`src/rtl/imm_gen_pkg.sv`:
```
// Shared types for the decode-stage immediate generator: format codes, opcodes,
// the {imm, sel, illegal} result bundle and the opcode-driven format decoder.
package imm_gen_pkg;

  typedef enum logic [2:0] {
    FMT_I     = 3'd0,
    FMT_S     = 3'd1,
    FMT_B     = 3'd2,
    FMT_J     = 3'd3,
    FMT_U     = 3'd4,
    FMT_Z     = 3'd5,
    FMT_SHAMT = 3'd6,
    FMT_ILL   = 3'd7
  } imm_fmt_e;

  typedef enum logic [1:0] {
    ST_EMPTY,
    ST_ONE,
    ST_FULL
  } skid_state_e;

  localparam logic [6:0] OPC_LOAD   = 7'b0000011;
  localparam logic [6:0] OPC_OPIMM  = 7'b0010011;
  localparam logic [6:0] OPC_JALR   = 7'b1100111;
  localparam logic [6:0] OPC_STORE  = 7'b0100011;
  localparam logic [6:0] OPC_BRANCH = 7'b1100011;
  localparam logic [6:0] OPC_JAL    = 7'b1101111;
  localparam logic [6:0] OPC_LUI    = 7'b0110111;
  localparam logic [6:0] OPC_AUIPC  = 7'b0010111;
  localparam logic [6:0] OPC_SYSTEM = 7'b1110011;

  // imm is carried at the widest legal XLEN; narrower builds use the low bits.
  typedef struct packed {
    logic [63:0] imm;
    imm_fmt_e    sel;
    logic        illegal;
  } imm_res_t;

  function automatic imm_fmt_e decode_fmt(input logic [6:0] opcode, input logic [2:0] funct3);
    imm_fmt_e fmt;
    case (opcode)
      OPC_LOAD, OPC_JALR: fmt = FMT_I;
      OPC_OPIMM:          fmt = (funct3[1:0] == 2'b01) ? FMT_SHAMT : FMT_I;
      OPC_STORE:          fmt = FMT_S;
      OPC_BRANCH:         fmt = FMT_B;
      OPC_JAL:            fmt = FMT_J;
      OPC_LUI, OPC_AUIPC: fmt = FMT_U;
      OPC_SYSTEM:         fmt = funct3[2] ? FMT_Z : FMT_I;
      default:            fmt = FMT_ILL;
    endcase
    return fmt;
  endfunction

endpackage

```
`src/rtl/imm_gen_comb.sv`:
```
// Combinational immediate extraction at XLEN width, with the format either taken
// from imm_sel or decoded from the opcode when AUTO_SEL is nonzero.
module imm_gen_comb
  import imm_gen_pkg::*;
#(
  parameter int XLEN     = 32,
  parameter int AUTO_SEL = 0
) (
  input  logic [31:0] inst,
  input  logic [2:0]  imm_sel,
  output imm_res_t    res
);

  imm_fmt_e        fmt;
  logic [5:0]      shamt;
  logic [XLEN-1:0] imm;

  assign fmt   = (AUTO_SEL != 0) ? decode_fmt(inst[6:0], inst[14:12]) : imm_fmt_e'(imm_sel);
  // RV64 shifts use a 6-bit amount; RV32 keeps bit 25 out of it.
  assign shamt = (XLEN == 64) ? inst[25:20] : {1'b0, inst[24:20]};

  always_comb begin
    imm = '0;
    case (fmt)
      FMT_I:     imm = {{(XLEN-11){inst[31]}}, inst[30:20]};
      FMT_S:     imm = {{(XLEN-11){inst[31]}}, inst[30:25], inst[11:7]};
      FMT_B:     imm = {{(XLEN-12){inst[31]}}, inst[7], inst[30:25], inst[11:8], 1'b0};
      FMT_J:     imm = {{(XLEN-20){inst[31]}}, inst[19:12], inst[20], inst[30:21], 1'b0};
      FMT_U:     imm = {{(XLEN-31){inst[31]}}, inst[30:12], 12'h000};
      FMT_Z:     imm = {{(XLEN-5){1'b0}}, inst[19:15]};
      FMT_SHAMT: imm = {{(XLEN-6){1'b0}}, shamt};
      default:   imm = '0;
    endcase
  end

  always_comb begin
    res         = '0;
    res.imm     = 64'($signed(imm));
    res.sel     = fmt;
    res.illegal = (fmt == FMT_ILL);
  end

endmodule

```
`src/rtl/imm_gen_pipe.sv`:
```
// Registered immediate generator with valid/ready handshake and a two-entry skid.
// Optional counters stat_accepted/stat_illegal are built when IMM_GEN_STATS_EN is defined.
module imm_gen_pipe
  import imm_gen_pkg::*;
#(
  parameter int XLEN     = 32,
  parameter int AUTO_SEL = 0
) (
  input  logic            clk,
  input  logic            rst_n,
  input  logic            flush,
  input  logic            in_valid,
  output logic            in_ready,
  input  logic [31:0]     in_inst,
  input  logic [2:0]      in_imm_sel,
  output logic            out_valid,
  input  logic            out_ready,
  output logic [XLEN-1:0] out_imm,
  output logic [2:0]      out_sel,
  output logic            out_illegal
`ifdef IMM_GEN_STATS_EN
  ,
  output logic [31:0]     stat_accepted,
  output logic [15:0]     stat_illegal
`endif
);

  imm_res_t    comb_res;
  imm_res_t    main_reg;
  imm_res_t    skid_reg;
  skid_state_e state_reg;
  logic        accept;
  logic        drain;

  imm_gen_comb #(
    .XLEN     (XLEN),
    .AUTO_SEL (AUTO_SEL)
  ) u_comb (
    .inst    (in_inst),
    .imm_sel (in_imm_sel),
    .res     (comb_res)
  );

  // Both handshake outputs decode straight from the state register, so out_ready
  // never reaches in_ready combinationally.
  assign in_ready  = (state_reg != ST_FULL);
  assign out_valid = (state_reg != ST_EMPTY);
  assign accept    = in_valid & in_ready;
  assign drain     = out_valid & out_ready;

  always_ff @(posedge clk or negedge rst_n) begin
    if (!rst_n) begin
      state_reg <= ST_EMPTY;
      main_reg  <= '0;
      skid_reg  <= '0;
    end else if (flush) begin
      state_reg <= ST_EMPTY;
    end else begin
      case (state_reg)
        ST_EMPTY: begin
          if (accept) begin
            main_reg  <= comb_res;
            state_reg <= ST_ONE;
          end
        end
        ST_ONE: begin
          if (accept && drain) begin
            main_reg <= comb_res;
          end else if (accept) begin
            skid_reg  <= comb_res;
            state_reg <= ST_FULL;
          end else if (drain) begin
            state_reg <= ST_EMPTY;
          end
        end
        ST_FULL: begin
          if (drain) begin
            main_reg  <= skid_reg;
            state_reg <= ST_ONE;
          end
        end
        default: state_reg <= ST_EMPTY;
      endcase
    end
  end

  assign out_imm     = main_reg.imm[XLEN-1:0];
  assign out_sel     = main_reg.sel;
  assign out_illegal = main_reg.illegal;

  generate
    if (XLEN < 64) begin : g_narrow
      logic unused_hi;
      assign unused_hi = ^main_reg.imm[63:XLEN];
    end
  endgenerate

`ifdef IMM_GEN_STATS_EN
  logic [31:0] accepted_cnt_reg;
  logic [15:0] illegal_cnt_reg;

  always_ff @(posedge clk or negedge rst_n) begin
    if (!rst_n) begin
      accepted_cnt_reg <= '0;
      illegal_cnt_reg  <= '0;
    end else if (accept && !flush) begin
      accepted_cnt_reg <= accepted_cnt_reg + 32'd1;
      if (comb_res.illegal && (illegal_cnt_reg != 16'hFFFF))
        illegal_cnt_reg <= illegal_cnt_reg + 16'd1;
    end
  end

  assign stat_accepted = accepted_cnt_reg;
  assign stat_illegal  = illegal_cnt_reg;
`endif

endmodule

```
`config.mk`:
```
export PLATFORM = sky130hd
export DESIGN_NAME = imm_gen_pipe
export DESIGN_NICKNAME = d
export VERILOG_FILES = /design/src/rtl/imm_gen_pkg.sv /design/src/rtl/imm_gen_comb.sv /design/src/rtl/imm_gen_pipe.sv
export SDC_FILE = /design/constraint.sdc
export NUM_CORES = 1
export LEC_CHECK = 0
export BUFFER_PORTS_ARGS = -buffer_cell sky130_fd_sc_hd__clkbuf_2
export CAP_MARGIN = 20
export CORE_UTILIZATION = 45
export CTS_CLUSTER_DIAMETER = 50
export CTS_CLUSTER_SIZE = 14
export DETAILED_ROUTE_END_ITERATION = 10
export HOLD_SLACK_MARGIN = 0.12
export PLACE_DENSITY = 0.64
export SYNTH_ARGS = -nofsm -noshare
export SYNTH_HDL_FRONTEND = slang
export SYNTH_SLANG_ARGS = --single-unit
export TNS_END_PERCENT = 30
```
`constraint.sdc`:
```
create_clock -name clk -period 3.14 [get_ports clk]
set_input_delay 0.157 -clock clk [delete_from_list [all_inputs] [get_ports clk]]
set_output_delay 0.157 -clock clk [all_outputs]
set_load 0.02 [all_outputs]
```
==> results.py <==
metrics = {
    "sta": {
        "setup_viol": 0,
        "rsz0062_at_grt": "false",
        "fin_crit_sh_pct": 68.7,
        "fmax_mhz": 464,
        "slew_violations": 0,
        "worst_pin_slew_ps": 1010,
        "hold_slack_ps": 128,
        "fin_crit_ps": 2160,
        "skew_ps": 10.4,
        "hold_viol": 0,
        "relSlewSlack_pct": 32.4,
        "final.setup.tns_ps": 0,
    },
    "setup_path": {
        "slowest_delay_ps": 860,
        "cp.arrival_ps": 2390,
        "r2r_slack_ps": 1130,
        "crit_type": "in2reg",
        "crit_path_end_kind": "register",
        "cp_max_fo": 50,
        "startpoint_type": "input pin",
        "slowest_stage": "or3_2",
        "path_cells": "dlygate4sd3_1 -> clkbuf_2 -> nand2b_1 -> or3_2 -> buf_4 -> nand2_1 -> o21ai_1",
        "cp.buffers_inverters": 3,
        "critical-path-top-delay-family": "simple AND/OR/NAND/NOR gates",
        "worstPathRequired_ps": 3370,
    },
    "outcome": {
        "outcome": "complete, no violations",
    },
    "cts": {
        "cts_htree_levels": 3,
        "clock-sinks": 74,
        "cts_buffers": 9,
        "root_buffer": "clkbuf_8",
        "clk_pin_slew_ps": 80,
        "cts_resized": 0,
        "clk-insertion-delay-late_ps": 350,
        "cts_tree": "done",
        "post_cts_buffers": 0,
        "clockBufferDepth": 2,
    },
    "cells_and_area": {
        "drive_gt1_share_pct": 25.6,
        "final_core_util_pct": 54.2,
        "largest_register_ffs": 36,
        "fill_cells": 754,
        "final_nets": 500,
        "fin_cells": 570,
        "diodes": 0,
        "area_delta_synth_final_pct": 15.3,
    },
    "routing": {
        "totalWireLength_um": 8840,
        "ant_nets": 0,
        "drc": 0,
        "drt-initial-drc-count": 214,
        "vias": 3142,
        "wl_per_cell_um": 15.5,
        "post_drt_via_cell_ratio": 5.51,
        "first_pass_iters": 4,
    },
    "place": {
        "portBuffers": 70,
        "dpl.cell_count": 547,
        "dp_hpwl_um": 5900,
        "place_congestion": 0.803,
    },
    "synth": {
        "yosysUniqueCellTypes": 47,
        "yosys.cell_count.top_type": "dfrtp_1",
        "syn_area_mm2": 0.00390,
        "synth_edf_count": 0,
        "yosysSeqAreaShare_pct": 47.5,
        "syn_nets": 443,
        "ys_ff_latch": 74,
        "synthTopCellsByArea": "dfrtp_1 (48%), nand2_1 (6.3%), o21ai_1 (5.4%), a21oi_1 (4.0%), mux2_4 (3.9%)",
        "netlist.area_leader.share_pct": 47.5,
        "synth_flop_cell": "dfrtp_1",
        "yosysTopAreaCell": "dfrtp_1",
        "synthCells": 403,
        "synth_top_cells_by_count": "dfrtp_1 (74), nand2_1 (65), o21ai_1 (42)",
        "yosys_warnings": 0,
        "syn_avg_cell_area_um2": 9.67,
        "synthArstFlopShare_pct": 100,
    },
    "global_route": {
        "grt_pass1_vias": 2896,
        "grt_use_total_pct": 21.4,
        "grt_max_degree": 75,
        "antenna_found_initial": 0,
        "overflow": 0,
        "grt_pass1_wl_um": 14500,
    },
    "floorplanning": {
        "io_pins": 78,
        "die_x_um": 95.1,
        "fp.dieH_um": 95.1,
        "core-area_mm2": 0.00830,
        "rows": 33,
        "initial_core_util_pct": 47.0,
        "fp.dieArea_mm2": 0.00904,
    },
    "pwr": {
        "vdd_drop_max_uv": 309,
        "p_leak_uw": 0.00216,
        "power.density_mw_per_mm2": 601,
    },
    "hold_path": {
        "hold_path_class": "in2reg",
    },
    "job": {
        "drv_cap": 0,
    },
}
==> where the power goes <==
group          internal, uW  total [uW]  switching, uW
sequential             1140        1240           99.3
clock                   492         846            354
combinational           247         613            366
total                  1880        2700            820
==> worst min-delay path, delay by kind of cell <==
kind                   cells  cell delay (ps)
buffers and inverters      1              120
AO/OA/AOI/OAI              1               80
AND/OR/NAND/NOR            1               80
==> what timing repair did <==
item	in CTS	in global routing
hold buffers	7	0
hold endpoints to repair	80	0
setup endpoints to repair	0	0
==> final cells by class <==
cell class,instances,area (um^2),share of cell area (%)
Sequential cell,74,1850,41.2
Multi-Input combinational cell,291,1820,40.4
Timing Repair Buffer,82,460,10.2
Clock buffer,12,155,3.45
Tap cell,105,131,2.92
Clock inverter,4,73.8,1.64
Inverter,2,7.51,0.167
==> routing by layer <==
metal | vias up | GRT usage (%) | share of wire (%)
li1 | 1532 | - | -
met1 | 1517 | 32.4 | 50
met2 | 77 | 30.0 | 44
met3 | 16 | 3.19 | 4.0
met4 | 0 | 9.85 | 2.2
met5 | - | 0 | 0
==> cells in the final DEF (no fill, tap or decap), drive strengths merged, types with 6 or more instances in the layout <==
| cell type | synthesis | final |
|---|---|---|
| nand4b | 7 | 7 |
| mux2 | 19 | 19 |
| a21oi | 32 | 32 |
| mux2i | 14 | 14 |
| nand2b | 9 | 9 |
| nand4bb | 7 | 7 |
| buf | 30 | 6 |
| nand4 | 7 | 7 |
| or3 | 6 | 6 |
| dfrtp | 74 | 74 |
| nand2 | 65 | 65 |
| clkbuf | 6 | 81 |
| nor2 | 25 | 25 |
| dlygate4sd3 | 0 | 7 |
| o21ai | 65 | 65 |
==> cells by family after synthesis <==
family,after synthesis,share of synthesized area [%]
AND/OR/NAND/NOR,142,19.3
AO/OA/AOI/OAI,115,16.4
flip-flops,74,47.5
buffers and inverters,38,6.00
multiplexers,33,10.0
XOR/XNOR,1,0.706
==> per-stage QoR <==
| step | setup WS [ps] | instance area (um^2) | total power [uW] |
|---|---|---|---|
| 6_report | 984 | 4500 | 2700 |
| 5_1_grt | 871 | 4500 | 2850 |
| 4_1_cts | 1000 | 4500 | 2730 |
| 3_5_place_dp | 1090 | 4200 | 1870 |
| 3_3_place_gp | 1180 | 4200 | 1850 |
| 2_1_floorplan | 1650 | 3900 | 1670 |
==> worst paths after layout <==
path	startpoint	to	depth (start not counted)
setup / recovery	out_ready	skid_reg[27]	7
hold / removal	in_inst[18]	skid_reg[22]	3
setup reg to reg	state_reg[0]	skid_reg[27]	5
hold reg to reg	skid_reg[16]	skid_reg[16]	2
max in group asynchronous	rst_n	skid_reg[35]	2
min in group asynchronous	rst_n	out_sel[0]	2
(Power assumes the default switching activity.)
